==> config.mk <==
export PLATFORM = sky130hd
export DESIGN_NAME = i2c_slave_responder
export DESIGN_NICKNAME = d
export VERILOG_FILES = /design/src/rtl/i2c_pkg.sv /design/src/rtl/i2c_line_cond.sv /design/src/rtl/i2c_slave_responder.sv
export SDC_FILE = /design/constraint.sdc
export NUM_CORES = 1
export LEC_CHECK = 0
export ABC_AREA = 1
export CORE_MARGIN = 2
export CORE_UTILIZATION = 59
export CTS_CLUSTER_SIZE = 28
export DETAILED_ROUTE_END_ITERATION = 7
export PLACE_DENSITY = 0.84
export SLEW_MARGIN = 10
export SYNTH_ARGS = -nofsm -noshare
export SYNTH_HDL_FRONTEND = slang
export SYNTH_SLANG_ARGS = --single-unit
export TNS_END_PERCENT = 1
==> constraint.sdc <==
create_clock -name clk -period 3.4 [get_ports clk]
set_clock_uncertainty 0.15 [all_clocks]
set_input_delay 0.51 -clock clk [delete_from_list [all_inputs] [get_ports clk]]
set_output_delay 0.51 -clock clk [all_outputs]
set_load 0.01 [all_outputs]
==> src/rtl/i2c_pkg.sv <==
// Shared definitions for the I2C responder: FSM states, R/W and ACK/NACK bus levels.
package i2c_pkg;

  typedef enum logic [2:0] {
    IDLE,
    ADDR,
    ADDR_ACK,
    WR_DATA,
    WR_ACK,
    RD_DATA,
    RD_ACK,
    IGNORE
  } state_t;

  localparam logic WRITE    = 1'b0;
  localparam logic READ     = 1'b1;
  localparam logic ACK_LVL  = 1'b0;
  localparam logic NACK_LVL = 1'b1;

endpackage

==> src/rtl/i2c_line_cond.sv <==
// SCL/SDA conditioning: synchronizers, optional glitch filter (I2C_SLV_GLITCH_FILTER_EN),
// and SCL edge / START / STOP detection from the current and previous conditioned samples.
module i2c_line_cond #(
  parameter int SYNC_STAGES = 2,
  parameter int FILTER_LEN  = 4
) (
  input  logic clk,
  input  logic rst,
  input  logic scl_i,
  input  logic sda_i,
  output logic sda_lvl,
  output logic scl_rise,
  output logic scl_fall,
  output logic start_det,
  output logic stop_det
);

  if (SYNC_STAGES < 2 || SYNC_STAGES > 4 || FILTER_LEN < 1) begin : g_bad_param
    $error("i2c_line_cond: SYNC_STAGES must be 2..4 and FILTER_LEN >= 1");
  end

  logic [SYNC_STAGES-1:0] scl_sync, sda_sync;
  logic [1:0] raw, filt, prev;   // bit 1 = SCL, bit 0 = SDA

  // Sync flops reset to the idle-bus level so leaving reset never looks like an edge.
  always_ff @(posedge clk) begin
    if (rst) begin
      scl_sync <= '1;
      sda_sync <= '1;
    end else begin
      // NOTE: sequential state always uses non-blocking assignment so every flop sees pre-edge values.
      scl_sync <= {scl_sync[SYNC_STAGES-2:0], scl_i};
      sda_sync <= {sda_sync[SYNC_STAGES-2:0], sda_i};
    end
  end

  assign raw = {scl_sync[SYNC_STAGES-1], sda_sync[SYNC_STAGES-1]};

`ifdef I2C_SLV_GLITCH_FILTER_EN
  localparam int CW = $clog2(FILTER_LEN + 1);
  logic [CW-1:0] cnt [2];

  // A line only changes after FILTER_LEN consecutive samples disagreeing with it.
  always_ff @(posedge clk) begin
    if (rst) begin
      filt <= 2'b11;
      for (int i = 0; i < 2; i++) cnt[i] <= '0;
    end else begin
      for (int i = 0; i < 2; i++) begin
        if (raw[i] == filt[i]) begin
          cnt[i] <= '0;
        end else if (cnt[i] == CW'(FILTER_LEN - 1)) begin
          filt[i] <= raw[i];
          cnt[i]  <= '0;
        end else begin
          cnt[i] <= cnt[i] + 1'b1;
        end
      end
    end
  end
`else
  assign filt = raw;
`endif

  always_ff @(posedge clk) begin
    if (rst) prev <= 2'b11;
    else     prev <= filt;
  end

  assign sda_lvl   = filt[0];
  assign scl_rise  =  filt[1] & ~prev[1];
  assign scl_fall  = ~filt[1] &  prev[1];
  assign start_det =  filt[1] &  prev[1] &  prev[0] & ~filt[0];
  assign stop_det  =  filt[1] &  prev[1] & ~prev[0] &  filt[0];

endmodule

==> src/rtl/i2c_slave_responder.sv <==
// I2C target: decodes START/STOP, matches SLAVE_ADDR, receives write bytes and
// serializes host-supplied read bytes. Open-drain: only ever pulls SDA low.
module i2c_slave_responder
  import i2c_pkg::*;
#(
  parameter logic [6:0] SLAVE_ADDR  = 7'h72,
  parameter int         SYNC_STAGES = 2,
  parameter int         FILTER_LEN  = 4
) (
  input  logic       clk,
  input  logic       rst,
  input  logic       scl_i,
  input  logic       sda_i,
  output logic       sda_oe_o,
  output logic [7:0] rx_data_o,
  output logic       rx_valid_o,
  input  logic [7:0] tx_data_i,
  output logic       tx_req_o,
  output logic       busy_o
);

  logic sda_lvl, scl_rise, scl_fall, start_det, stop_det;

  i2c_line_cond #(
    .SYNC_STAGES(SYNC_STAGES),
    .FILTER_LEN (FILTER_LEN)
  ) u_line_cond (
    .clk      (clk),
    .rst      (rst),
    .scl_i    (scl_i),
    .sda_i    (sda_i),
    .sda_lvl  (sda_lvl),
    .scl_rise (scl_rise),
    .scl_fall (scl_fall),
    .start_det(start_det),
    .stop_det (stop_det)
  );

  state_t     state;
  logic [2:0] bit_cnt;
  logic [7:0] shreg;
  logic [6:0] tx_sh;      // remaining read bits; bit 7 goes out at load time
  logic       byte_done;  // 8th rising edge seen, act on the next falling edge
  logic       rw;
  logic       ack_bit;

  always_ff @(posedge clk) begin
    rx_valid_o <= 1'b0;
    tx_req_o   <= 1'b0;
    if (rst) begin
      state     <= IDLE;
      bit_cnt   <= '0;
      shreg     <= '0;
      tx_sh     <= '0;
      byte_done <= 1'b0;
      rw        <= WRITE;
      ack_bit   <= NACK_LVL;
      sda_oe_o  <= 1'b0;
      rx_data_o <= '0;
      busy_o    <= 1'b0;
    end else if (stop_det) begin
      state     <= IDLE;
      bit_cnt   <= '0;
      byte_done <= 1'b0;
      sda_oe_o  <= 1'b0;
      busy_o    <= 1'b0;
    end else if (start_det) begin
      // busy_o is left alone on a repeated START until the next address result.
      state     <= ADDR;
      bit_cnt   <= '0;
      byte_done <= 1'b0;
      sda_oe_o  <= 1'b0;
    end else begin
      case (state)
        ADDR, WR_DATA: begin
          if (scl_rise) begin
            shreg   <= {shreg[6:0], sda_lvl};
            bit_cnt <= bit_cnt + 3'd1;
            if (bit_cnt == 3'd7) begin
              byte_done <= 1'b1;
              if (state == WR_DATA) begin
                rx_data_o  <= {shreg[6:0], sda_lvl};
                rx_valid_o <= 1'b1;
              end
            end
          end else if (scl_fall && byte_done) begin
            byte_done <= 1'b0;
            if (state == WR_DATA) begin
              sda_oe_o <= 1'b1;
              state    <= WR_ACK;
            end else if (shreg[7:1] == SLAVE_ADDR) begin
              sda_oe_o <= 1'b1;
              busy_o   <= 1'b1;
              rw       <= shreg[0];
              state    <= ADDR_ACK;
            end else begin
              busy_o <= 1'b0;
              state  <= IGNORE;
            end
          end
        end
        ADDR_ACK, RD_ACK: begin
          if (scl_rise) ack_bit <= sda_lvl;
          if (scl_fall) begin
            bit_cnt <= '0;
            if ((state == ADDR_ACK && rw == READ) || (state == RD_ACK && ack_bit == ACK_LVL)) begin
              tx_sh    <= tx_data_i[6:0];
              tx_req_o <= 1'b1;
              sda_oe_o <= ~tx_data_i[7];
              state    <= RD_DATA;
            end else begin
              sda_oe_o <= 1'b0;
              state    <= (state == ADDR_ACK) ? WR_DATA : IGNORE;
            end
          end
        end
        WR_ACK: begin
          if (scl_fall) begin
            sda_oe_o <= 1'b0;
            bit_cnt  <= '0;
            state    <= WR_DATA;
          end
        end
        RD_DATA: begin
          if (scl_fall) begin
            if (bit_cnt == 3'd7) begin
              sda_oe_o <= 1'b0;
              bit_cnt  <= '0;
              state    <= RD_ACK;
            end else begin
              sda_oe_o <= ~tx_sh[6];
              tx_sh    <= {tx_sh[5:0], 1'b0};
              bit_cnt  <= bit_cnt + 3'd1;
            end
          end
        end
        default: ;  // IDLE and IGNORE only leave on START/STOP
      endcase
    end
  end

endmodule

==> metrics.txt, run 1 <==
status completed; clock buffer depth 2; total wire length 4043 µm; Period minus WS final 2.064 ns; Pwr Total 1.246 mW; NumNets Final 318; H-Tree Depth 2; max-slew violations 0; PD cells 555.3 nW/µm²; synthesized net count 296; mux contribution to synthesized area 0; clk_lat worst skew 0.35 ns; # diodes 0; Critical Path Source Type flop; I/O Buffers 23; # resized after CTS 0; Worst EP arrival 2.16 ns; MaxCap Viol Count 0; Post-Synth XOR/XNOR Area 0; HP Class flop to flop; Row Count 20; Synth Area in Adders 0.01272; synth unique cells 24; vias in the first global route 1503; fillers 273; Avg Cell Area, Syn 6.975 µm²; async set-reset flop share out of synthesis 0; cells after synthesis 282; Yosys reg bits 42; Synth Area in Simple Gates 0.3333; crit share post-route 0.6069; core box area 3103 µm²; most used flip-flop cell after synthesis dfxtp_1; Worst Tran Pin Value 0.5223 ns; Die Wd 61.74 µm; # hold bufs at CTS 0; Setup violations, final 0; Final Hold Fails 0; Initial Util 0.6339; Area Overhead vs Synth 14.12%; Congestion Overflow GR 0; total global routing track utilization 0.2364; synth top area cells dfxtp_1, nand2_1, nor2_1, a21oi_1, nand3_1; Crit. End Element flop; CTS sink cnt 42; layout cells sized above 1 0.08525; Clock transition at path regs 0.13 ns; Static Leak 1.017 nW; Yosys warnings 0; clock root buffer clkbuf_4; Synth area leader dfxtp_1; largest net degree at the start of global routing 26; Remaining DRCs 0; drt via density 5.206; main combinational cell family by area after synthesis simple AND/OR/NAND/NOR gates; total CTS buffers 5; initial antenna violation count 0; I/O Pins 24; share of the synthesized area in the top cell type 0.4275; first-pass GRT wire length 6651 µm; post-CTS setup buffer count 0; FMAX 484.6 MHz; Critical Path RT 3.49 ns; Post-synth EDFFs 0; post-synthesis compound-gate area fraction 0.1260; CTS tree built; Max transition margin 0.6514; wire per inst 11.58 µm; antenna viol nets, final 0; top-count cell post-synth nand2_1; GP Congestion 0.9522; register area 840.8 µm²; commonest cells in the netlist nand2_1, nor2_1, dfxtp_1, inv_1; first-pass iteration count of the detailed router 4; Worst IR Drop VDD 305.9 µV; chip height 61.74 µm; Critical Path Fanout Max 12; vias 1817; initial drt markers 178; area of the multi-input gates 928.4 µm²; Fin Hold WS 0.2845 ns; register area share after synthesis 0.4275; critical setup path kind flop to flop; Post-Syn Area 1967 µm²; detailed placement HPWL 2832 µm; RSZ-0062 raised after global routing false; Setup TNS 0 ns; die area 3812 µm²
[worst max-delay path: stages, from the launching register on]
cell and delay [ns]:
dfxtp_1 0.64, inv_1 0.22, nor2_4 0.15, nand2_1 0.26, a21oi_2 0.31, inv_1 0.10
nand2_1 0.07, a21oi_1 0.06
[state kept, by name, summed over array words and instances, names as in the netlist]
signal and flops:
u_line_cond.sda_sync 2, bit_cnt 3, ack_bit 1, rw 1, tx_sh 7, u_line_cond.prev 2
rx_valid_o 1, byte_done 1, shreg 8, rx_data_o 8, busy_o 1, tx_req_o 1
u_line_cond.scl_sync 2, sda_oe_o 1, state 3
[where the power goes]
part           internal [mW]  total, mW  leakage [nW]  switching, mW
registers              0.530      0.592         0.341         0.0619
clock network         0.0805      0.249        0.0312          0.168
logic                  0.141      0.406         0.645          0.265
total                  0.751       1.25          1.02          0.495
[cells by family after synthesis]
group,Yosys count
AOI/OAI and AO/OA,48
adders and majority gates,2
buffers and inverters,41
DFF,42
and+or+nand+nor,149
[worst paths after layout]
| kind | startpoint | cells after the start | slack, ns | to |
|---|---|---|---|---|
| setup reg to reg | state[0] | 7 | 1.34 | bit_cnt[2] |
| hold / removal | u_line_cond.sda_sync[0] | 1 | 0.28 | u_line_cond.sda_sync[1] |
| setup / recovery | state[0] | 7 | 1.34 | bit_cnt[2] |
| hold reg to reg | u_line_cond.sda_sync[0] | 1 | 0.28 | u_line_cond.sda_sync[1] |
[area by class of cell]
cell class                 count  area share
clock inverter                 3    0.009476
clock buffer                   5     0.01672
sequential                    42      0.3746
multi-input combinational    199      0.4136
timing repair buffer          24      0.1059
inverter                      32     0.05518
tap                           44     0.02453
[metal layers]
metal	wire [µm]	part of all wire	up-vias	GRT usage
li1	-	-	941	-
met1	1909	0.47	808	0.3139
met2	1803	0.45	59	0.3699
met3	264	0.065	9	0.06625
met4	65	0.016	0	0.08511
met5	0	0	-	0
[cells in the final DEF, fill, tap and decap left out]
master / Yosys / layout
inv_1: 29 / 29
nor2_2: 2 / 2
inv_4: 1 / 1
ha_1: 2 / 2
nor2_1: 43 / 43
nand2_1: 64 / 64
nand3_2: 2 / 2
inv_2: 1 / 1
nand3b_1: 1 / 1
clkdlybuf4s50_1: 0 / 23
nor2_4: 3 / 3
clkinvlp_4: 0 / 1
o21ai_0: 21 / 21
buf_4: 0 / 1
dfxtp_1: 42 / 42
nor3_1: 2 / 2
o311ai_0: 1 / 1
a21oi_1: 25 / 25
clkinv_2: 1 / 2
or2_2: 4 / 4
nand2_2: 2 / 2
nor3b_1: 1 / 1
a21oi_2: 1 / 1
clkbuf_4: 0 / 5
nand3_1: 25 / 25
clkinv_4: 0 / 1
[per-stage QoR]
stage | area (µm²) | setup WS [ns] | std cells | util
2_1_floorplan | 1967 | 1.881 | 282 | -
3_3_place_gp | 2186 | 1.413 | 341 | 0.7044
3_5_place_dp | 2186 | 1.352 | 341 | 0.7044
4_1_cts | 2245 | 1.339 | 349 | 0.7234
5_1_grt | 2245 | 1.133 | 349 | 0.7234
6_report | 2245 | 1.336 | 349 | 0.7234
Power figures use the tool's default switching activity.
==> inputs of run 2 (changes only) <==
--- a/config.mk
+++ b/config.mk
@@ -7,10 +7,10 @@
 export LEC_CHECK = 0
 export ABC_AREA = 1
 export CORE_MARGIN = 2
-export CORE_UTILIZATION = 59
+export CORE_UTILIZATION = 49
 export CTS_CLUSTER_SIZE = 28
 export DETAILED_ROUTE_END_ITERATION = 7
-export PLACE_DENSITY = 0.84
+export PLACE_DENSITY = 0.74
 export SLEW_MARGIN = 10
 export SYNTH_ARGS = -nofsm -noshare
 export SYNTH_HDL_FRONTEND = slang
==> constraint.sdc (replaced) <==
create_clock -name clk -period 1.7 [get_ports clk]
set_clock_uncertainty 0.15 [all_clocks]
set_input_delay 0.255 -clock clk [delete_from_list [all_inputs] [get_ports clk]]
set_output_delay 0.255 -clock clk [all_outputs]
set_load 0.01 [all_outputs]
==> run 2 against run 1 <==
  * Routed wire length grew 9.6%
  * Count of clock-buffer cells in the layout is 1 higher
  * Flip-flop and latch count unchanged
  * Cell count increased by 4.6%
  * Die area grew 19%
  * Largest power group unchanged
==> metrics.txt, run 2 (synthesized netlist as in run 1, its figures left out) <==
status completed; Crit. End Element flop; # hold bufs at CTS 0; Clk network pwr share 0.271; total CTS buffers 5; first-pass iteration count of the detailed router 4; H-Tree Depth 2; top flop regs rx_data_o: 8 flops, shreg: 8 flops, tx_sh: 7 flops; # diodes 0; Critical Path RT 1.75 ns; commonest non-fill, non-tap cells in the layout nand2_1, nor2_1, dfxtp_1, inv_1, a21oi_1; max-slew violations 0; P_sw 1.061 mW; Critical Path Fanout Max 7; Initial Util 0.4989; Worst Tran Pin Value 0.4247 ns; Pwr Total 2.906 mW; initial drt markers 167; RSZ-0062 raised after global routing true; chip height 67.36 µm; Area Overhead vs Synth 23.73%; wire per inst 12.14 µm; MaxCap Viol Count 0; drt via density 5.085; Die Wd 67.36 µm; Final Instance Area 2434 µm²; area post-placement 2261 µm²; Congestion Overflow GR 0; NumNets Final 328; pre-CTS setup slack 0.006806 ns; I/O Buffers 23; Row Count 23; HP Class flop to flop; first-pass GRT wire length 7189 µm; core box area 3943 µm²; I/O Pins 24; Final Hold Fails 0; crit share post-route 0.9488; detailed placement HPWL 3044 µm; CTS tree built; Remaining DRCs 0; total wire length 4431 µm; post-CTS setup buffer count 0; Net Sw Frac 0.3652; Max transition margin 0.7139; initial antenna violation count 0; largest net degree at the start of global routing 17; sequential share of power 0.399; FF-to-FF setup slack 0.09 ns; clock buffer depth 2; clock root buffer clkbuf_8; leading cell type in the layout, fill and taps excluded nand2_1; combinational power share 0.330; Worst IR Drop VDD 565.8 µV; internal power 1.845 mW; vias in the first global route 1673; die area 4537 µm²; antenna viol nets, final 0; clk_lat worst skew 0.30 ns; PD cells 1194 nW/µm²; total global routing track utilization 0.2099; CTS sink cnt 42; Setup violations, final 0; Worst EP arrival 1.66 ns; FMAX 620.0 MHz; layout cells sized above 1 0.1460; GP Congestion 0.9037; critical setup path kind flop to flop; final worst slack 0.08711 ns; Clock transition at path regs 0.08 ns; vias 1856; Critical Path Source Type flop; Static Leak 1.097 nW; Period minus WS final 1.613 ns
## run 2: cell count changes in the layout (fill, tap and decap cells not counted), sizes merged
cell and delta:
clkbuf +1, clkinv -2, buf +9, nand3 +1, bufinv +1
## run 2: cell type report
class	count	area, µm²
clock buffer	6	72.57
clock inverter	2	37.54
fill	357	1509
inverter	32	127.6
multi-input combinational	200	983.4
sequential	42	844.6
tap	50	62.56
timing repair buffer	33	305.3
## run 2: worst paths after layout
kind                                               from                      end  depth (start not counted)
worst max register to register               bit_cnt[0]                 tx_sh[2]                          8
worst max-delay path                         bit_cnt[0]                 tx_sh[2]                          8
worst min register to register  u_line_cond.sda_sync[0]  u_line_cond.sda_sync[1]                          1
worst min-delay path            u_line_cond.sda_sync[0]  u_line_cond.sda_sync[1]                          1
## run 2: timing repair
| action | 4_1_cts | 5_1_grt |
|---|---|---|
| cloned | 0 | 1 |
| resized for setup | 1 | 16 |
| pin swaps | 0 | 1 |
| endpoints found under the setup margin | 3 | 21 |
## run 2: through the flow
step / std cells / setup TNS [ns] / hold WS [ns] / utilization
after CTS: 364 / 0 / 0.2684 / 0.6033
after global routing: 365 / -0.01297 / 0.2896 / 0.6173
after floorplan: 282 / 0 / 0.2088 / -
final: 365 / 0 / 0.2646 / 0.6173
after detailed placement: 356 / 0 / 0.2483 / 0.5735
after global placement: 356 / 0 / 0.2410 / 0.5735
## run 2: power groups by stage
stage	Sequential [mW]	Combinational (mW)	Clock, mW
3_5_place_dp	1.17	0.887	0
3_3_place_gp	1.17	0.881	0
2_1_floorplan	1.14	0.725	0
6_report	1.16	0.960	0.787
4_1_cts	1.15	0.901	0.801
5_1_grt	1.17	1.09	0.838
## run 2: per-layer routing
metal  wire length, µm  GRT usage  vias to the layer above
met5                 0          0                        -
met2              2172     0.3453                       50
met4                60    0.09439                        0
met1              1962     0.2624                      841
met3               235    0.04667                        6
li1                  -          -                      959
## run 2: worst max-delay path, cell delays in order, from the launching register on
cell     delay (ns)
dfxtp_1        0.33
ha_1           0.20
ha_2           0.19
inv_1          0.11
nand3_2        0.17
nand3_4        0.15
nand3_1        0.10
nand2_1        0.08
nor2_1         0.04
